`src/rtl/cmp_phs_ctrl_if.sv`:
```
// Signal bundle between the comparator-clock phase sequencer, its requester and the MMCM.
// master = requester/MMCM side, slave = cmp_phs_ctrl.
interface cmp_phs_ctrl_if #(
  parameter int STEP_W = 11
);
  logic [4:0]        CMP_CLK_PHASE;
  logic              CMP_PHS_CHANGE;
  logic              CMP_PHS_JTAG_RST;
  logic              MMCM_LOCK;
  logic              PSDONE;
  logic              PSEN;
  logic              PSINCDEC;
  logic              MMCM_RST;
  logic              BUSY;
  logic [STEP_W-1:0] CMP_PHASE;
  logic [2:0]        CMP_PHS_STATE;
  logic              PHS_ERR;

  modport master (
    output CMP_CLK_PHASE, CMP_PHS_CHANGE, CMP_PHS_JTAG_RST, MMCM_LOCK, PSDONE,
    input  PSEN, PSINCDEC, MMCM_RST, BUSY, CMP_PHASE, CMP_PHS_STATE, PHS_ERR
  );

  modport slave (
    input  CMP_CLK_PHASE, CMP_PHS_CHANGE, CMP_PHS_JTAG_RST, MMCM_LOCK, PSDONE,
    output PSEN, PSINCDEC, MMCM_RST, BUSY, CMP_PHASE, CMP_PHS_STATE, PHS_ERR
  );
endinterface

```
`src/rtl/cmp_phs_ctrl.sv`:
```
// Dynamic phase-shift sequencer for the comparator-clock MMCM: walks PSEN steps to code*STEPS_PER_CODE.
// Optional PSDONE watchdog enabled by defining CMP_PHS_TIMEOUT_EN.
module cmp_phs_ctrl #(
  parameter int STEP_W         = 11,
  parameter int STEPS_PER_CODE = 35,
  parameter int RST_CYCLES     = 4,
  parameter int TMO_CYCLES     = 255
) (
  input logic            CLK,
  input logic            RST_B,
  cmp_phs_ctrl_if.slave  bus
);

  localparam logic [2:0] IDLE      = 3'd0;
  localparam logic [2:0] CALC      = 3'd1;
  localparam logic [2:0] STEP      = 3'd2;
  localparam logic [2:0] WAIT_DONE = 3'd3;
  localparam logic [2:0] MRST      = 3'd4;
  localparam logic [2:0] WAIT_LOCK = 3'd5;

  localparam int RC_W = (RST_CYCLES > 1) ? $clog2(RST_CYCLES) : 1;

  if (RST_CYCLES < 1 || TMO_CYCLES < 2 || 31 * STEPS_PER_CODE > 2**STEP_W - 1) begin : g_param_chk
    $error("cmp_phs_ctrl: parameter set out of range");
  end

  logic [2:0]        state_q, state_d;
  logic [4:0]        code_q;
  logic              pend_q;
  logic              jtag_q;
  logic              incdec_q;
  logic [STEP_W-1:0] phase_q;
  logic [RC_W-1:0]   rst_cnt_q;
  logic [STEP_W-1:0] target;
  logic              jtag_pend;
  logic              lock;

  // Counter saturates: never below zero, never past the current target.
  function automatic logic [STEP_W-1:0] step_phase(input logic [STEP_W-1:0] ph,
                                                   input logic              inc,
                                                   input logic [STEP_W-1:0] tgt);
    if (inc) step_phase = (ph < tgt)  ? ph + 1'b1 : ph;
    else     step_phase = (ph != '0) ? ph - 1'b1 : ph;
  endfunction

  assign target    = STEP_W'(code_q) * STEP_W'(STEPS_PER_CODE);
  assign jtag_pend = jtag_q | bus.CMP_PHS_JTAG_RST;
  assign lock      = bus.MMCM_LOCK;

`ifdef CMP_PHS_TIMEOUT_EN
  localparam int TW = (TMO_CYCLES > 1) ? $clog2(TMO_CYCLES) : 1;
  logic [TW-1:0] tmo_cnt_q;
  logic          err_q;
  logic          tmo_hit;

  assign tmo_hit = (state_q == WAIT_DONE) && !bus.PSDONE && (tmo_cnt_q == TW'(TMO_CYCLES - 1));

  always_ff @(posedge CLK or negedge RST_B) begin
    if (!RST_B) begin
      tmo_cnt_q <= '0;
      err_q     <= 1'b0;
    end else begin
      tmo_cnt_q <= (state_q == WAIT_DONE && !bus.PSDONE) ? tmo_cnt_q + 1'b1 : '0;
      if (tmo_hit) err_q <= 1'b1;
    end
  end

  assign bus.PHS_ERR = err_q;
`else
  assign bus.PHS_ERR = 1'b0;
`endif

  always_comb begin
    state_d = state_q;
    case (state_q)
      IDLE: begin
        if (jtag_pend)             state_d = MRST;
        else if (pend_q && lock)   state_d = CALC;
      end
      CALC: begin
        if (jtag_pend)             state_d = MRST;
        else if (!lock)            state_d = WAIT_LOCK;
        else if (phase_q == target) state_d = IDLE;
        else                       state_d = STEP;
      end
      STEP:      state_d = lock ? WAIT_DONE : WAIT_LOCK;
      WAIT_DONE: begin
        // An issued PSEN is always seen through to PSDONE before a reset is honoured.
        if (bus.PSDONE)            state_d = jtag_pend ? MRST : CALC;
`ifdef CMP_PHS_TIMEOUT_EN
        else if (tmo_hit)          state_d = MRST;
`endif
      end
      MRST: begin
        if (rst_cnt_q == RC_W'(RST_CYCLES - 1)) state_d = WAIT_LOCK;
      end
      WAIT_LOCK: begin
        if (lock)                  state_d = (phase_q != target) ? CALC : IDLE;
      end
      default:                     state_d = IDLE;
    endcase
  end

  always_ff @(posedge CLK or negedge RST_B) begin
    if (!RST_B) begin
      state_q   <= IDLE;
      code_q    <= '0;
      pend_q    <= 1'b0;
      jtag_q    <= 1'b0;
      incdec_q  <= 1'b0;
      phase_q   <= '0;
      rst_cnt_q <= '0;
    end else begin
      state_q <= state_d;
      // CALC always evaluates the latest code, so entering it consumes the pending request.
      if (bus.CMP_PHS_CHANGE) begin
        code_q <= bus.CMP_CLK_PHASE;
        pend_q <= 1'b1;
      end else if (state_d == CALC) begin
        pend_q <= 1'b0;
      end
      if (bus.CMP_PHS_JTAG_RST)  jtag_q <= 1'b1;
      else if (state_q == MRST)  jtag_q <= 1'b0;
      if (state_q == CALC && state_d == STEP) incdec_q <= (target > phase_q);
      if (state_q == MRST)                          phase_q <= '0;
      else if (state_q == WAIT_DONE && bus.PSDONE)  phase_q <= step_phase(phase_q, incdec_q, target);
      rst_cnt_q <= (state_q == MRST) ? rst_cnt_q + 1'b1 : '0;
    end
  end

  assign bus.PSEN          = (state_q == STEP) && lock;
  assign bus.PSINCDEC      = incdec_q;
  assign bus.MMCM_RST      = (state_q == MRST);
  assign bus.BUSY          = (state_q != IDLE);
  assign bus.CMP_PHASE     = phase_q;
  assign bus.CMP_PHS_STATE = state_q;

endmodule

```
`src/flat_wrapper.sv`:
```
// flat-port wrapper written by rule: the top's interface ports become plain ports
module cmp_phs_ctrl_flat 
#(
  parameter int STEP_W         = 11,
  parameter int STEPS_PER_CODE = 35,
  parameter int RST_CYCLES     = 4,
  parameter int TMO_CYCLES     = 255
)
  (CLK, RST_B, bus_CMP_CLK_PHASE, bus_CMP_PHS_CHANGE, bus_CMP_PHS_JTAG_RST, bus_MMCM_LOCK, bus_PSDONE, bus_PSEN, bus_PSINCDEC, bus_MMCM_RST, bus_BUSY, bus_CMP_PHASE, bus_CMP_PHS_STATE, bus_PHS_ERR);
  cmp_phs_ctrl_if #(.STEP_W(STEP_W)) bus_i ();
  input logic CLK;
  input logic RST_B;
  input wire logic [$bits(bus_i.CMP_CLK_PHASE)-1:0] bus_CMP_CLK_PHASE;
  input wire logic [$bits(bus_i.CMP_PHS_CHANGE)-1:0] bus_CMP_PHS_CHANGE;
  input wire logic [$bits(bus_i.CMP_PHS_JTAG_RST)-1:0] bus_CMP_PHS_JTAG_RST;
  input wire logic [$bits(bus_i.MMCM_LOCK)-1:0] bus_MMCM_LOCK;
  input wire logic [$bits(bus_i.PSDONE)-1:0] bus_PSDONE;
  output wire logic [$bits(bus_i.PSEN)-1:0] bus_PSEN;
  output wire logic [$bits(bus_i.PSINCDEC)-1:0] bus_PSINCDEC;
  output wire logic [$bits(bus_i.MMCM_RST)-1:0] bus_MMCM_RST;
  output wire logic [$bits(bus_i.BUSY)-1:0] bus_BUSY;
  output wire logic [$bits(bus_i.CMP_PHASE)-1:0] bus_CMP_PHASE;
  output wire logic [$bits(bus_i.CMP_PHS_STATE)-1:0] bus_CMP_PHS_STATE;
  output wire logic [$bits(bus_i.PHS_ERR)-1:0] bus_PHS_ERR;
  assign bus_i.CMP_CLK_PHASE = bus_CMP_CLK_PHASE;
  assign bus_i.CMP_PHS_CHANGE = bus_CMP_PHS_CHANGE;
  assign bus_i.CMP_PHS_JTAG_RST = bus_CMP_PHS_JTAG_RST;
  assign bus_i.MMCM_LOCK = bus_MMCM_LOCK;
  assign bus_i.PSDONE = bus_PSDONE;
  assign bus_PSEN = bus_i.PSEN;
  assign bus_PSINCDEC = bus_i.PSINCDEC;
  assign bus_MMCM_RST = bus_i.MMCM_RST;
  assign bus_BUSY = bus_i.BUSY;
  assign bus_CMP_PHASE = bus_i.CMP_PHASE;
  assign bus_CMP_PHS_STATE = bus_i.CMP_PHS_STATE;
  assign bus_PHS_ERR = bus_i.PHS_ERR;
  cmp_phs_ctrl #(.STEP_W(STEP_W), .STEPS_PER_CODE(STEPS_PER_CODE), .RST_CYCLES(RST_CYCLES), .TMO_CYCLES(TMO_CYCLES)) u_core (.CLK(CLK), .RST_B(RST_B), .bus(bus_i));
endmodule
```
`config.mk`:
```
export PLATFORM = sky130hd
export DESIGN_NAME = cmp_phs_ctrl_flat
export DESIGN_NICKNAME = d
export VERILOG_FILES = /design/src/rtl/cmp_phs_ctrl_if.sv /design/src/rtl/cmp_phs_ctrl.sv /design/src/flat_wrapper.sv
export SDC_FILE = /design/constraint.sdc
export NUM_CORES = 1
export LEC_CHECK = 0
export CAP_MARGIN = 40
export CORE_MARGIN = 2
export CORE_UTILIZATION = 40
export DETAILED_ROUTE_END_ITERATION = 10
export PLACE_DENSITY = 0.69
export SYNTH_ARGS = -nofsm -noshare
export SYNTH_HDL_FRONTEND = slang
export SYNTH_SLANG_ARGS = --single-unit
```
`constraint.sdc`:
```
create_clock -name CLK -period 5.6 [get_ports CLK]
set_clock_uncertainty 0.05 [all_clocks]
set_input_delay 0.84 -clock CLK [delete_from_list [all_inputs] [get_ports CLK]]
set_output_delay 0.84 -clock CLK [all_outputs]
set_load 0.1 [all_outputs]
```
==> impl_metrics.csv, run 1 <==
group,metric,value,unit
sta,post-route-min-period,4210,ps
cells_and_area,nNetsFinal,323,
power_and_ir_drop,vdd.ir_drop.worst,0.264,mV
setup_path,worstSetupEndpointType,"register",
cells_and_area,final_area,2790,µm²
clocking,postCtsSetupRepairBufs,0,
sta,finalCritPeriodShare,75.2,%
synthesis,synth_seq_cells,24,
sta,fin_tns_setup,0,ps
power_and_ir_drop,power-per-cell-area,325,nW/µm²
cells_and_area,drive_gt1_share,13.2,%
power_and_ir_drop,power,906,µW
placement,place_area,2750,µm²
floorplanning,rows,26,
global_routing,grt_pass1_wl,8330,µm
setup_path,cpPeakStageDelay,460,ps
setup_path,path_cells,"inv_1 -> ha_1 -> inv_1 -> ha_1 -> inv_1 -> fa_1 -> inv_1 -> ha_1 -> nor3b_1 -> o21a_1 -> o21ai_0 -> xnor2_1 -> ha_1 -> nand3_1 -> o41ai_4 -> o311ai_2 -> buf_4 -> o311ai_1 -> o41ai_1",
placement,hpwlAfterDp,4060,µm
drt,postRouteAntennaNets,0,
cells_and_area,area_growth,30.6,%
clocking,tritoncts,"yes",
min_path,hold_class,"register to register",
setup_path,critPathKind,"register to register",
clocking,hold_buffers,0,
setup_path,slowest_stage,"dfrtp_1",
setup_path,rrSetupSlack,1390,ps
global_routing,grtUsageTotal,17.3,%
clocking,cts_buffer_depth,2,
min_path,hold_end,"u_core.rst_cnt_q[0]",
setup_path,critPathMaxFanout,22,
drt,drc_errors,0,
min_path,hp-start,"u_core.rst_cnt_q[0]",
floorplanning,core,5140,µm²
synthesis,synthCells,230,
drt,highest_layer,"met4",
synthesis,synthesis.nets,278,
clocking,ctsResizeCount,0,
clocking,htree_levels,1,
cells_and_area,fin_util,54.3,%
sta,final_hold_viol_count,0,
sta,rsz0062_at_grt,"false",
clocking,clock-sinks,24,
clocking,clk_latency,260,ps
global_routing,grt_max_degree,23,
outcome,run_status,"finished, final reports clean",
floorplanning,die_h,77.1,µm
floorplanning,io_pins,30,
global_routing,overflow,0,
global_routing,antenna_found_initial,0,
synthesis,synthDistinctLibCells,48,
placement,placedCellCount,340,
setup_path,worstSetupStartpointType,"register",
floorplanning,start_util,41.6,%
floorplanning,die_w,77.1,µm
synthesis,avgSynthCellArea,9.29,µm²
sta,worst_slew_pin_slew,577,ps
sta,slew-limit-headroom,61.5,%
setup_path,reg2reg_to,"u_core.bus.CMP_PHASE[10]",
min_path,min_path_cells,1,
drt,wl_met2,2550,µm
drt,drt_iter0_markers,58,
synthesis,async_reset_ff_share,100,%
placement,io_buffers,28,
drt,vias_per_cell,5.36,
sta,setup_violations,0,
floorplanning,die-area,5940,µm²
sta,drv_slew,0,
clocking,path_clk_slew,80,ps
cells_and_area,fin_cells,343,
setup_path,arrival,4300,ps
synthesis,synth_seq_area_share,28.1,%
drt,dr_wl_met3,125,µm
drt,vias,1840,
drt,wirelength,5010,µm
synthesis,ys.flop_type,"dfrtp_1",
setup_path,reg2reg_from,"u_core.code_q[3]",
run,maxCapViolations,0,
drt,dr.pass1.iters,4,
setup_path,r2r_cells,19,
clocking,cts_root_buffer,"clkbuf_8",
sta,max_freq,0.238,GHz
synthesis,synth-edff-count,0,
drt,drt-wirelength-per-cell,14.6,µm
setup_path,cp_data_required_time,5690,ps
synthesis,syn-cell-area,2140,µm²
clocking,numCtsBuffers,3,
drt,wl_met1,2260,µm
global_routing,first_global_vias,1835,
synthesis,synth_warnings,0,
cells_and_area,diodes,0,
power_and_ir_drop,leakagePower,0.00126,µW
placement,gp_congestion,0.781,
-- layer usage --
layer / track usage, % / vias up
met5: 0 / -
li1: - / 935
met3: 1.76 / 6
met4: 5.71 / 0
met1: 21.9 / 873
met2: 30.7 / 26
-- report_power, final --
group,switching (µW),internal (µW)
clock network,52.6,48.0
registers,37.4,197
logic,355,216
-- cells by family after synthesis --
| group | count (synthesis) | share of synthesized area [%] |
|---|---|---|
| mux | 5 | 2.52 |
| buf+inv | 29 | 5.97 |
| xor+xnor | 12 | 4.92 |
| fa+ha+maj | 37 | 22.4 |
| other cells | 1 | 0.175 |
| flops | 24 | 28.1 |
| simple gates | 56 | 14.3 |
| compound gates | 66 | 21.7 |
-- area by class of cell --
class                      instances  area [µm²]
clock buffer                       3        41.3
sequential                        24         601
inverter                          21        78.8
fill                             484        2350
tap                               70        87.6
timing repair buffer              48         573
multi-input combinational        177        1410
-- cell usage after synthesis, types with 2 or more instances --
cell	number	share of area [%]
ha_1	35	20
xor2_1	7	2.9
inv_1	21	3.7
buf_4	2	0.70
a21o_1	7	2.5
nor3b_1	2	0.70
a21oi_1	14	3.3
a31oi_1	3	0.88
o21ai_0	19	4.4
buf_2	3	0.70
or3_1	2	0.59
mux2i_1	2	0.94
o21a_1	2	0.70
nand3_1	14	3.3
o22ai_1	2	0.59
a211oi_1	4	1.4
nor3_1	5	1.2
clkbuf_1	2	0.35
xnor2_1	5	2.0
o21bai_1	2	0.70
nor4_1	4	1.2
nand2b_1	2	0.59
nor2_1	9	1.6
mux2_2	3	1.6
dfrtp_1	24	28
nand2_1	11	1.9
fa_1	2	1.9
o31ai_1	2	0.70
-- registers in the layout, indices dropped and copies added, names as in the netlist --
signal and flops:
u_core.bus.CMP_PHASE 11, u_core.code_q 5, u_core.bus.CMP_PHS_STATE 3, u_core.rst_cnt_q 2, u_core.bus.PSINCDEC 1, u_core.jtag_q 1
u_core.pend_q 1
-- worst max-delay path by stage --
stage | start | end | slack [ps]
2_1_floorplan | u_core.bus.CMP_PHS_STATE[1] | bus_PSEN | 1150
3_3_place_gp | u_core.code_q[3] | u_core.bus.CMP_PHASE[10] | 1550
3_5_place_dp | u_core.code_q[3] | u_core.bus.CMP_PHASE[10] | 1400
4_1_cts | u_core.code_q[3] | u_core.bus.CMP_PHASE[10] | 1380
5_1_grt | u_core.code_q[3] | u_core.bus.CMP_PHASE[10] | 1050
6_report | u_core.code_q[3] | u_core.bus.CMP_PHASE[10] | 1390
-- layout by cell type, fill, tap and decap left out, types with 5 or more instances in the layout --
cell type / count
a21o_1: 7
a21oi_1: 14
buf_8: 19
clkdlybuf4s50_1: 28
dfrtp_1: 24
ha_1: 35
inv_1: 21
nand2_1: 11
nand3_1: 14
nor2_1: 9
nor3_1: 5
o21ai_0: 19
xnor2_1: 5
xor2_1: 7
-- critical path, delay by kind of cell (launching register included) --
| family | cells | cell delay, ps |
|---|---|---|
| AOI/OAI and AO/OA | 6 | 1290 |
| xor gates and xnor gates | 1 | 110 |
| buffers and inverters | 5 | 480 |
| adders and majority gates | 5 | 1340 |
| DFF | 1 | 460 |
| and+or+nand+nor | 2 | 350 |
-- through the flow --
| step | hold slack, ps | setup slack (ps) |
|---|---|---|
| floorplan | 360 | 1150 |
| global placement | 378 | 1550 |
| detailed placement | 399 | 1400 |
| CTS | 411 | 1380 |
| global route | 426 | 1050 |
| finish | 404 | 1390 |
Note: power is estimated with default switching activity, not from simulation.
==> run 2: changes to the inputs <==
- PLACE_DENSITY: 0.69 -> 0.71
- clock period: 5.6 -> 3.8 ns (I/O delays scaled with it)
==> impl_metrics.csv, run 2 (synthesized netlist as in run 1, its figures left out) <==
group,metric,value,unit
outcome,run_status,"complete, but fails checks",
outcome,violations,"negative setup slack",
cells_and_area,fin_util,57.9,%
floorplanning,core,5140,µm²
drt,drt_iter0_markers,126,
placement,io_buffers,28,
cells_and_area,final_area,2980,µm²
setup_path,critPathMaxFanout,8,
floorplanning,die_w,77.1,µm
global_routing,antenna_found_initial,0,
drt,dr.pass1.iters,4,
floorplanning,start_util,41.6,%
drt,vias,1886,
cells_and_area,area_growth,39.3,%
clocking,cts_buffer_depth,2,
setup_path,cp.depth,21,
sta,layout_setup_ws,-38.7,ps
floorplanning,die_h,77.1,µm
drt,drc_errors,0,
clocking,clock-sinks,24,
clocking,cts_root_buffer,"clkbuf_8",
global_routing,overflow,0,
sta,drv_slew,0,
sta,post-route-min-period,3840,ps
sta,max_freq,0.261,GHz
run,maxCapViolations,0,
drt,vias_per_cell,5.36,
cells_and_area,final_common_cell,"ha_1",
cells_and_area,largest_reg_flops,11,
placement,hpwlAfterDp,3780,µm
cells_and_area,layout_common_cells,"32 x ha_1, 26 x clkdlybuf4s50_1, 24 x dfrtp_1",
drt,drt-wirelength-per-cell,14.4,µm
placement,dpl_worst_slack,-34.3,ps
cells_and_area,fin_cells,352,
setup_path,cp_data_required_time,3950,ps
global_routing,grt_max_degree,18,
min_path,hp-start,"u_core.rst_cnt_q[0]",
clocking,path_clk_slew,90,ps
cells_and_area,seq_area,601,µm²
setup_path,r2r_cells,21,
drt,postRouteAntennaNets,0,
power_and_ir_drop,leakagePower,0.00133,µW
clocking,clk_latency,270,ps
sta,worst_slew_pin_slew,548,ps
sta,slew-limit-headroom,63.0,%
floorplanning,rows,26,
cells_and_area,multi_input_area,1490,µm²
setup_path,reg2reg_from,"u_core.code_q[3]",
cells_and_area,drive_gt1_share,21.6,%
placement,placedCellCount,344,
min_path,hold_end,"u_core.rst_cnt_q[0]",
global_routing,grtUsageTotal,18.5,%
setup_path,reg2reg_to,"u_core.bus.CMP_PHASE[2]",
min_path,hold_class,"register to register",
drt,wirelength,5060,µm
cells_and_area,diodes,0,
setup_path,worstSetupEndpointType,"register",
sta,fin_tns_setup,-333,ps
power_and_ir_drop,vdd.ir_drop.worst,0.313,mV
setup_path,cpPeakStageDelay,350,ps
floorplanning,die-area,5940,µm²
setup_path,path_cells,"inv_1 -> ha_1 -> inv_1 -> ha_2 -> inv_2 -> fa_2 -> inv_2 -> ha_4 -> nor3b_4 -> o21a_1 -> o21ai_1 -> xnor2_1 -> ha_1 -> a21o_1 -> a21oi_2 -> o41ai_4 -> o311ai_2 -> buf_4 -> buf_12 -> nand3_1 -> o21ai_1",
cells_and_area,nNetsFinal,331,
placement,place_area,2780,µm²
setup_path,arrival,3990,ps
floorplanning,io_pins,30,
setup_path,critPathKind,"register to register",
setup_path,rrSetupSlack,-40,ps
cells_and_area,fill_cells,467,
sta,finalCritPeriodShare,101,%
clocking,htree_levels,1,
min_path,min_path_cells,1,
sta,setup_violations,11,
sta,rsz0062_at_grt,"true",
power_and_ir_drop,power-per-cell-area,483,nW/µm²
global_routing,first_global_vias,1877,
setup_path,path_buf_inv,6,
setup_path,worstSetupStartpointType,"register",
placement,gp_congestion,0.896,
clocking,numCtsBuffers,3,
setup_path,cp_top_family,"adder cells",
global_routing,grt_pass1_wl,8950,µm
setup_path,slowest_stage,"dfrtp_1",
clocking,tritoncts,"yes",
sta,final_hold_viol_count,0,
-- run 2: area by class of cell --
type | count | share of cell area, %
Clock buffer | 3 | 1.39
Clock inverter | 1 | 1.01
Tap cell | 70 | 2.94
Sequential cell | 24 | 20.2
Timing Repair Buffer | 56 | 21.7
Inverter | 21 | 2.65
Multi-Input combinational cell | 177 | 50.1
-- run 2: per-stage QoR --
stage               power [µW]  hold slack, ps
CTS                       1420             396
floorplan                  945             224
finish                    1440             401
global route              1540             422
detailed placement        1170             384
global placement          1090             383
-- run 2: how the worst max path moves through the flow --
stage                                start  slack, ps                  endpoint
after floorplan           u_core.code_q[3]         20   u_core.bus.CMP_PHASE[3]
after global placement    u_core.code_q[3]         40  u_core.bus.CMP_PHASE[10]
after detailed placement  u_core.code_q[3]        -30  u_core.bus.CMP_PHASE[10]
after CTS                 u_core.code_q[4]         30   u_core.bus.CMP_PHASE[0]
after global routing      u_core.code_q[3]       -300   u_core.bus.CMP_PHASE[1]
final                     u_core.code_q[3]        -40   u_core.bus.CMP_PHASE[2]
-- run 2: metal layers --
metal	GRT usage, %	share of wire, %	vias up
met2	29.9	47	48
met4	6.25	0.83	0
met1	25.3	47	883
li1	-	-	953
met5	0	0	-
met3	2.59	4.2	2
-- run 2: power breakdown --
group | leakage (µW) | switching [µW] | total (µW) | internal, µW
combinational | 0.000989 | 544 | 868 | 324
clock | 0.0000357 | 85.3 | 226 | 141
sequential | 0.000309 | 52.9 | 343 | 290
-- run 2: what timing repair did --
action,in CTS,in global routing
setup endpoints to repair,9,11
cloned,1,0
pin swaps,1,1
hold endpoints to repair,0,0
setup buffers,3,0
resized for setup,11,15
hold buffers,0,0
